$ cat src/rtl/stream_rr_arbiter_pkg.sv
// ============================================================================
// stream_arb_pkg : shared types and helpers for stream_rr_arbiter
// Revision: 1.0
// ============================================================================
`default_nettype none

package stream_arb_pkg;

    typedef enum logic [0:0] {
        ARB_IDLE   = 1'b0,
        ARB_LOCKED = 1'b1
    } arb_state_t;

    // Index width for n requesters; a lone requester still gets one bit.
    function automatic int rr_id_bits(input int n);
        return (n > 1) ? $clog2(n) : 1;
    endfunction

endpackage

`default_nettype wire

$ cat src/rtl/stream_rr_arbiter_if.sv
// ============================================================================
// stream_rr_arbiter_if : N-requester sink bundle plus merged source stream
// Revision: 1.0
// ============================================================================
`default_nettype none

interface stream_rr_arbiter_if #(
    parameter type QTYPE = logic [63:0],
    parameter int  N_REQ = 4
);
    import stream_arb_pkg::*;

    localparam int ID_BITS = rr_id_bits(N_REQ);

    logic [N_REQ-1:0]   val_snk;
    logic [N_REQ-1:0]   rdy_snk;
    QTYPE               data_snk [N_REQ];
    logic [N_REQ-1:0]   last_snk;

    logic               val_src;
    logic               rdy_src;
    QTYPE               data_src;
    logic               last_src;
    logic [ID_BITS-1:0] id_src;

    // slave: the arbiter itself; master: requesters plus downstream consumer
    modport slave (
        input  val_snk, data_snk, last_snk, rdy_src,
        output rdy_snk, val_src, data_src, last_src, id_src
    );

    modport master (
        output val_snk, data_snk, last_snk, rdy_src,
        input  rdy_snk, val_src, data_src, last_src, id_src
    );

endinterface

`default_nettype wire

$ cat src/rtl/stream_rr_arbiter_rr_select.sv
// ============================================================================
// rr_select : combinational round-robin pick, searching from ptr_i+1 upward
// Revision: 1.0
// ============================================================================
`default_nettype none

module rr_select
    import stream_arb_pkg::*;
#(
    parameter  int N   = 4,
    localparam int IDW = rr_id_bits(N)
) (
    input  logic [N-1:0]   req_i,
    input  logic [IDW-1:0] ptr_i,
    output logic [N-1:0]   gnt_oh_o,
    output logic [IDW-1:0] gnt_idx_o,
    output logic           any_o
);

    // One spare bit so ptr+k (at most 2N-1) never overflows before the wrap.
    logic [IDW:0] pos;

    always_comb begin
        gnt_oh_o  = '0;
        gnt_idx_o = '0;
        any_o     = 1'b0;
        pos       = '0;
        for (int k = 1; k <= N; k++) begin
            pos = {1'b0, ptr_i} + (IDW+1)'(k);
            if (pos >= (IDW+1)'(N)) begin
                pos = pos - (IDW+1)'(N);
            end
            for (int j = 0; j < N; j++) begin
                if (!any_o && req_i[j] && (pos == (IDW+1)'(j))) begin
                    any_o       = 1'b1;
                    gnt_oh_o[j] = 1'b1;
                    gnt_idx_o   = IDW'(j);
                end
            end
        end
    end

endmodule

`default_nettype wire

$ cat src/rtl/stream_rr_arbiter.sv
// ============================================================================
// stream_rr_arbiter : round-robin merge of N_REQ valid/ready streams into one
// registered output. Define STREAM_ARB_PKT_LOCK_EN to hold grant per packet.
// Revision: 1.0
// ============================================================================
`default_nettype none

module stream_rr_arbiter
    import stream_arb_pkg::*;
#(
    parameter type QTYPE = logic [63:0],
    parameter int  N_REQ = 4
) (
    input  logic                aclk,
    input  logic                aresetn,
    stream_rr_arbiter_if.slave  bus
);

    localparam int ID_BITS = rr_id_bits(N_REQ);

    logic               val_q;
    QTYPE               data_q;
    logic               last_q;
    logic [ID_BITS-1:0] id_q;
    logic [ID_BITS-1:0] ptr_q;

    logic [N_REQ-1:0]   sel_oh;
    logic [ID_BITS-1:0] sel_idx;
    logic               sel_any;

    logic [N_REQ-1:0]   gnt_oh;
    logic [ID_BITS-1:0] gnt_idx;
    logic               load;
    logic               xfer;
    QTYPE               data_d;
    logic               last_d;

    rr_select #(
        .N (N_REQ)
    ) u_sel (
        .req_i     (bus.val_snk),
        .ptr_i     (ptr_q),
        .gnt_oh_o  (sel_oh),
        .gnt_idx_o (sel_idx),
        .any_o     (sel_any)
    );

    assign load = !val_q || bus.rdy_src;

`ifdef STREAM_ARB_PKT_LOCK_EN
    arb_state_t         state_q;
    logic [ID_BITS-1:0] lid_q;
    logic [N_REQ-1:0]   lid_oh;

    always_comb begin
        lid_oh = '0;
        for (int i = 0; i < N_REQ; i++) begin
            lid_oh[i] = (lid_q == ID_BITS'(i));
        end
    end

    // While locked the grant stays on lid even if it has nothing to send.
    assign gnt_oh  = (state_q == ARB_LOCKED) ? lid_oh : sel_oh;
    assign gnt_idx = (state_q == ARB_LOCKED) ? lid_q  : sel_idx;
    assign xfer    = load && ((state_q == ARB_LOCKED) ? |(lid_oh & bus.val_snk) : sel_any);

    always_ff @(posedge aclk or negedge aresetn) begin
        if (!aresetn) begin
            state_q <= ARB_IDLE;
            lid_q   <= '0;
        end else if (xfer) begin
            case (state_q)
                ARB_IDLE: begin
                    if (!last_d) begin
                        state_q <= ARB_LOCKED;
                        lid_q   <= gnt_idx;
                    end
                end
                ARB_LOCKED: begin
                    if (last_d) begin
                        state_q <= ARB_IDLE;
                    end
                end
                default: state_q <= ARB_IDLE;
            endcase
        end
    end
`else
    assign gnt_oh  = sel_oh;
    assign gnt_idx = sel_idx;
    assign xfer    = load && sel_any;
`endif

    always_comb begin
        data_d = '0;
        last_d = 1'b0;
        for (int i = 0; i < N_REQ; i++) begin
            if (gnt_oh[i]) begin
                data_d = bus.data_snk[i];
                last_d = bus.last_snk[i];
            end
        end
    end

    // Reset pointer at N_REQ-1 so requester 0 is searched first.
    always_ff @(posedge aclk or negedge aresetn) begin
        if (!aresetn) begin
            val_q  <= 1'b0;
            data_q <= '0;
            last_q <= 1'b0;
            id_q   <= '0;
            ptr_q  <= ID_BITS'(N_REQ - 1);
        end else if (load) begin
            val_q <= xfer;
            if (xfer) begin
                data_q <= data_d;
                last_q <= last_d;
                id_q   <= gnt_idx;
                ptr_q  <= gnt_idx;
            end
        end
    end

    assign bus.rdy_snk  = {N_REQ{load}} & gnt_oh;
    assign bus.val_src  = val_q;
    assign bus.data_src = data_q;
    assign bus.last_src = last_q;
    assign bus.id_src   = id_q;

endmodule

`default_nettype wire

$ cat src/flat_wrapper.sv
// flat-port wrapper written by rule: the top's interface ports become plain ports
module stream_rr_arbiter_flat import stream_arb_pkg::*;
#(
    parameter type QTYPE = logic [63:0],
    parameter int  N_REQ = 4
)
  (aclk, aresetn, bus_val_snk, bus_data_snk, bus_last_snk, bus_rdy_src, bus_rdy_snk, bus_val_src, bus_data_src, bus_last_src, bus_id_src);
  stream_rr_arbiter_if #(.QTYPE(QTYPE), .N_REQ(N_REQ)) bus_i ();
  input  logic aclk;
  input  logic aresetn;
  input wire logic [$bits(bus_i.val_snk)-1:0] bus_val_snk;
  input wire logic [$bits(bus_i.data_snk)-1:0] bus_data_snk;
  input wire logic [$bits(bus_i.last_snk)-1:0] bus_last_snk;
  input wire logic [$bits(bus_i.rdy_src)-1:0] bus_rdy_src;
  output wire logic [$bits(bus_i.rdy_snk)-1:0] bus_rdy_snk;
  output wire logic [$bits(bus_i.val_src)-1:0] bus_val_src;
  output wire logic [$bits(bus_i.data_src)-1:0] bus_data_src;
  output wire logic [$bits(bus_i.last_src)-1:0] bus_last_src;
  output wire logic [$bits(bus_i.id_src)-1:0] bus_id_src;
  assign bus_i.val_snk = bus_val_snk;
  assign bus_i.data_snk = {>>{bus_data_snk}};
  assign bus_i.last_snk = bus_last_snk;
  assign bus_i.rdy_src = bus_rdy_src;
  assign bus_rdy_snk = bus_i.rdy_snk;
  assign bus_val_src = bus_i.val_src;
  assign bus_data_src = bus_i.data_src;
  assign bus_last_src = bus_i.last_src;
  assign bus_id_src = bus_i.id_src;
  stream_rr_arbiter #(.QTYPE(QTYPE), .N_REQ(N_REQ)) u_core (.aclk(aclk), .aresetn(aresetn), .bus(bus_i));
endmodule
$ cat config.mk
export PLATFORM = sky130hd
export DESIGN_NAME = stream_rr_arbiter_flat
export DESIGN_NICKNAME = d
export VERILOG_FILES = /design/src/rtl/stream_rr_arbiter_pkg.sv /design/src/rtl/stream_rr_arbiter_if.sv /design/src/rtl/stream_rr_arbiter_rr_select.sv /design/src/rtl/stream_rr_arbiter.sv /design/src/flat_wrapper.sv
export SDC_FILE = /design/constraint.sdc
export NUM_CORES = 1
export LEC_CHECK = 0
export BUFFER_PORTS_ARGS = -buffer_cell sky130_fd_sc_hd__clkbuf_2
export CORE_AREA = 2 2 130 132
export DETAILED_ROUTE_END_ITERATION = 8
export DIE_AREA = 0 0 132 134
export GPL_TIMING_DRIVEN = 1
export PLACE_DENSITY_LB_ADDON = 0.3
export SKIP_LAST_GASP = 1
export SYNTH_ARGS = -nofsm -noshare
export SYNTH_HDL_FRONTEND = slang
export SYNTH_SLANG_ARGS = --single-unit
$ cat constraint.sdc
create_clock -name aclk -period 2.3 [get_ports aclk]
set_input_delay 0.575 -clock aclk [delete_from_list [all_inputs] [get_ports aclk]]
set_output_delay 0.575 -clock aclk [all_outputs]
set_load 0.03 [all_outputs]
# == Yosys cells after proc, flatten, opt, wreduce, memory -nomap -nowiden ==
# Cells that the tools add are included.
# classes
n_lt_le_gt_ge,4
n_reduce_logical,54
add_sub_neg,8
n_mux,58
bitwise,1
n_eq_ne,12
# ops
op,count
$mux 64,4
$mux 1,36
$logic_and 1x1->1,32
$mux 2,14
$eq 3x2->1 const B,8
$logic_not 1->1,16
$eq 3x1->1 const B,4
$ge 3x3->1 const B,4
$logic_not 3->1,4
$mux 3,4
$sub 3x3->3 const B,4
$add 2x2->3 const B,2
$and 4x4->4,1
$add 2x1->3 const B,1
$add 2x3->3 const B,1
$reduce_and 2->1,1
$logic_or 1x1->1,1
# word_totals
word_cells,142
input_bits,267
regBits,70
out_inout_bits,72

# == Logic depth before layout (Yosys ltp) ==
# depth
depth_word,68
depth_mapped,8
depth_no_buf,5

# == Hierarchy ==
# Synthesis repeated with hierarchy kept, for this count alone.
# hier_totals
cells_unflattened,637
hier_area_um2,5084.9
# by_module_without_submodules
module,cells_each,area_each_um2,n_inst
stream_rr_arbiter,610,4913.5,1
rr_select,27,171.4,1

# == Worst setup path after synthesis ==
# OpenSTA, ideal clock, no wires.
# synth_timing
path_kind,input to output
startpoint,input port bus_val_snk[0]
endpoint,output port bus_rdy_snk[1]
path_stages,6
arrival_ns,1.914
path_buffers,3
required_ns,1.725
path_slack_ns,-0.189
path_cell_list,buf_2 -> o21ai_0 -> a32o_1 -> buf_4 -> buf_2 -> nor2b_1
# synth_via
elab_chain_len,55
elab_cells_between_ends,58
classes_between,mux (17); bitwise (1); reduce/logical (40)
# synth_rtl
element,line_no,text
"start, declared",flat_wrapper.sv:11,input wire logic [$bits(bus_i.val_snk)-1:0] bus_val_snk;
$logic_and 1x1->1,stream_rr_arbiter_rr_select.sv:34,if (!any_o && req_i[j] && (pos == (IDW+1)'(j))) begin
$mux 1,stream_rr_arbiter_rr_select.sv:34,
$logic_not 1->1,stream_rr_arbiter_rr_select.sv:34,
$logic_and 1x1->1 (2 in series),stream_rr_arbiter_rr_select.sv:34,
$mux 1,stream_rr_arbiter_rr_select.sv:34,
$logic_not 1->1,stream_rr_arbiter_rr_select.sv:34,
$logic_and 1x1->1 (2 in series),stream_rr_arbiter_rr_select.sv:34,
$mux 1,stream_rr_arbiter_rr_select.sv:34,
[... 35 more ...],--,
$mux 1,stream_rr_arbiter_rr_select.sv:34,
$logic_not 1->1,stream_rr_arbiter_rr_select.sv:34,
$logic_and 1x1->1 (2 in series),stream_rr_arbiter_rr_select.sv:34,
$mux 1,stream_rr_arbiter_rr_select.sv:34,
$logic_not 1->1,stream_rr_arbiter_rr_select.sv:34,
$logic_and 1x1->1 (2 in series),stream_rr_arbiter_rr_select.sv:34,
$mux 1 *,stream_rr_arbiter_rr_select.sv:34,
$and 4x4->4 *,stream_rr_arbiter.sv:124,assign bus.rdy_snk = {N_REQ{load}} & gnt_oh;
"end, declared",flat_wrapper.sv:15,output wire logic [$bits(bus_i.rdy_snk)-1:0] bus_rdy_snk;
# Mark *: on every way between the ends. The rest lies on a longest branch, timed or not.

# == Final worst setup path ==
# layout_timing
startpoint,register u_core.ptr_q[1]
endpoint,output port bus_rdy_snk[3]
# layout_via
elab_chain_len,67
elab_cells_between_ends,98
classes_between,add/sub (8); order compare (4); eq/ne (12); mux (23); bitwise (1); reduce/logical (50)
# layout_rtl
element,line_no,text
"start, declared",stream_rr_arbiter.sv:25,logic [ID_BITS-1:0] ptr_q;
"start signal, assigned",stream_rr_arbiter.sv:112,ptr_q <= ID_BITS'(N_REQ - 1);
"start signal, assigned",stream_rr_arbiter.sv:119,ptr_q <= gnt_idx;
$add 2x1->3,stream_rr_arbiter_rr_select.sv:29,"pos = {1'b0, ptr_i} + (IDW+1)'(k);"
$sub 3x3->3 or $ge 3x3->1 (tied branches),"stream_rr_arbiter_rr_select.sv:31, stream_rr_arbiter_rr_select.sv:30",
$mux 3,stream_rr_arbiter_rr_select.sv:30,if (pos >= (IDW+1)'(N)) begin
$logic_not 3->1,stream_rr_arbiter_rr_select.sv:34,
$logic_and 1x1->1,stream_rr_arbiter_rr_select.sv:34,
$mux 1,stream_rr_arbiter_rr_select.sv:34,
$logic_not 1->1,stream_rr_arbiter_rr_select.sv:34,
$logic_and 1x1->1 (2 in series),stream_rr_arbiter_rr_select.sv:34,
[... 48 more ...],--,
$mux 1,stream_rr_arbiter_rr_select.sv:34,
$logic_not 1->1,stream_rr_arbiter_rr_select.sv:34,
$logic_and 1x1->1 (2 in series),stream_rr_arbiter_rr_select.sv:34,
$mux 1,stream_rr_arbiter_rr_select.sv:34,
$logic_not 1->1,stream_rr_arbiter_rr_select.sv:34,
$logic_and 1x1->1 (2 in series),stream_rr_arbiter_rr_select.sv:34,
$mux 1 *,stream_rr_arbiter_rr_select.sv:34,
$and 4x4->4 *,stream_rr_arbiter.sv:124,
# Marks and branches as above.

==> flow_summary.toml <==
[status]
status = "completed"

[worst_setup_path]
cp_data_required_time_ps = 1730
slowest_delay_ps = 590
critPathCaptureType = "primary output"
r2r_setup_slack_ps = 430
crit_top_cell = "nor2_1"
regToRegEndpoint = "u_core.bus.data_src[29]"
cpMaxStageDelayCell = "dfstp_2"
worstPathArrival_ps = 1670
worstSetupStartpointType = "flop"
timing.rr.start = "u_core.ptr_q[1]"
worstPathMaxFanout = 7
r2r_cells = 7
critPathKind = "flop to primary output"
cp_cell_sequence = "nor2_1 -> o32a_1 -> nor2_1 -> clkbuf_2"

[global_routing]
grt_pass1_vias = 5927
grt.overflow.total = 0
grt_pass1_wl_um = 30300
grt_usage_pct = 21.3
grt_max_degree = 67
antenna_found_initial = 0

[floorplanning]
core_area_um2 = 16300
num_io_pins = 339
die_w_um = 132
die_area_um2 = 17700
die_h_um = 134
rows = 47
start_util_pct = 28.3

[timing]
timing.slew.headroom_pct = 54.1
finalCritPeriodShare_pct = 97.7
max_clock_freq_mhz = 445
setup_viol = 0
tns_ps = 0
finClkSkew_ps = 7.49
hold_viol_final = 0
maxSlewViolCount = 0
tightest_slew_ps = 687
fin_ws_ps = 52.5
period_needed_ps = 2250

[yosys]
synth_ff_type = "dfrtp_1"
async_flop_share_pct = 100
synthTopCellsByArea = "dfrtp_1 37%, a21oi_1 15%, o2bb2ai_1 13%"
synth_top_cell_area_share_pct = 37.0
ys_ff_latch = 70
synth_top_cell_by_area = "dfrtp_1"
synthTopCellsByCount = "134 x a21oi_1, 75 x nor2_1, 68 x dfrtp_1"
post-synth-top-count-cell = "a21oi_1"
avgSynthCellArea_um2 = 8.16
synth_warnings = 0
ys_seq_area_share_pct = 38.1
syn_area_um2 = 4600
synth_edf_count = 0
synthCells = 564
postSynthNetCount = 831
synth.distinct_cells = 29

[clock_network]
clock_sinks = 70
cts_root_buf = "clkbuf_16"
ctsHoldBuffers = 0
h-tree-depth = 3
clk_pin_slew_ps = 60
cts_tree = "done"
cts_buffers = 9
cts_buffer_depth = 2
clk_latency_ps = 330

[drt]
drc_errors = 0
dr_wl_met2_um = 9300
routed_wl_um = 19100
post_drt_wl_per_cell_um = 17.4
num_vias = 5816
m1WireLength_um = 7790
drt_pass1_iterations = 5
wl_met3_um = 1580
viasPerCell = 5.29
first_iter_violations = 280
drtAntennaViolNets = 0
top_layer = "met4"

[power]
p_per_area_nw_per_um2 = 859
leakagePower_nw = 3.21
p_total_mw = 5.93
ir_drop_mv = 0.355

[cells_and_area]
num_antenna_cells = 0
nFillCells = 1711
syn_to_final_growth_pct = 50.0
drive_above_1_share_pct = 44.8
fin_nets = 1141

[place]
dpl.hpwl_um = 14000
place_congestion = 0.851
io_buffers = 338
preCtsSetupSlack_ps = 96.8

[job]
maxCapViolCount = 0

[worst_hold_path]
hold_class = "primary input to async pin"
repair_timing:
action | 4_1_cts | 5_1_grt
pin swaps | 0 | 1
endpoints found under the setup margin | 1 | 3
buffers inserted | 0 | 3
gates resized for setup | 1 | 1
worst max-delay path: cells and delay by family, from the launching register on:
family,cells,cell delay [ps]
AOI/OAI and AO/OA,1,320
buffers and inverters,1,220
DFF,1,590
and+or+nand+nor,2,220
stage by stage:
stage,hold slack [ps],utilization (%),area [um2],instances
detailed placement,464,40.6,6620,1080
floorplan,279,-,4610,564
finish,114,42.4,6910,1099
global route,117,42.4,6910,1099
global placement,463,40.6,6620,1080
CTS,104,42.3,6880,1096
how the worst max path moves through the flow:
stage,startpoint,to,slack [ps],depth (start not counted)
after detailed placement,bus_val_snk[3],u_core.bus.data_src[29],100,8
final,u_core.ptr_q[1],bus_rdy_snk[3],50,4
after global routing,u_core.ptr_q[1],bus_rdy_snk[0],-20,5
after floorplan,bus_val_snk[0],bus_rdy_snk[1],-50,6
after CTS,u_core.ptr_q[0],bus_rdy_snk[1],10,4
after global placement,bus_val_snk[0],u_core.bus.data_src[25],160,7
cell type report:
cell class	count	area, um2	share of cell area [%]
inverter	3	11.3	0.163
tap	220	275	3.99
timing repair buffer	364	2040	29.5
clock buffer	12	236	3.42
sequential	70	1750	25.4
clock inverter	4	25.0	0.362
multi-input combinational	426	2560	37.1
state kept, by name, indices dropped and copies added (netlist names):
name / count
u_core.bus.id_src: 2
u_core.bus.data_src: 64
u_core.bus.last_src: 1
u_core.bus.val_src: 1
u_core.ptr_q: 2
power by group:
group	switching [mW]	total, mW	leakage, nW	internal [mW]
registers	0.191	1.75	0.791	1.56
clock network	0.523	1.25	0.123	0.727
logic	1.86	2.94	2.30	1.07
total	2.58	5.93	3.21	3.36
cell usage in the layout, fill, tap and decap left out, types with 2 or more instances in the layout:
master	n
nand2b_1	2
buf_4	15
nor2_1	73
nor2b_1	3
clkinv_2	2
dfrtp_1	68
buf_12	12
a41oi_1	65
o21ai_4	2
inv_2	2
a21oi_1	133
clkbuf_16	9
nand2_1	65
o2bb2ai_1	66
clkbuf_1	3
dfstp_2	2
clkbuf_2	336
clkinvlp_4	2
layer usage:
| metal | track usage, % | up-vias |
|---|---|---|
| met5 | 0 | - |
| met4 | 8.21 | 0 |
| met3 | 3.70 | 29 |
| met2 | 37.1 | 318 |
| met1 | 26.2 | 2719 |
| li1 | - | 2750 |
cell families after synthesis:
kind of cell	Yosys count	synth area share, %
compound gates	275	41.3
buf+inv	68	7.47
flops	70	38.1
simple gates	151	13.1
No activity file was read; power rests on OpenSTA's default activity.
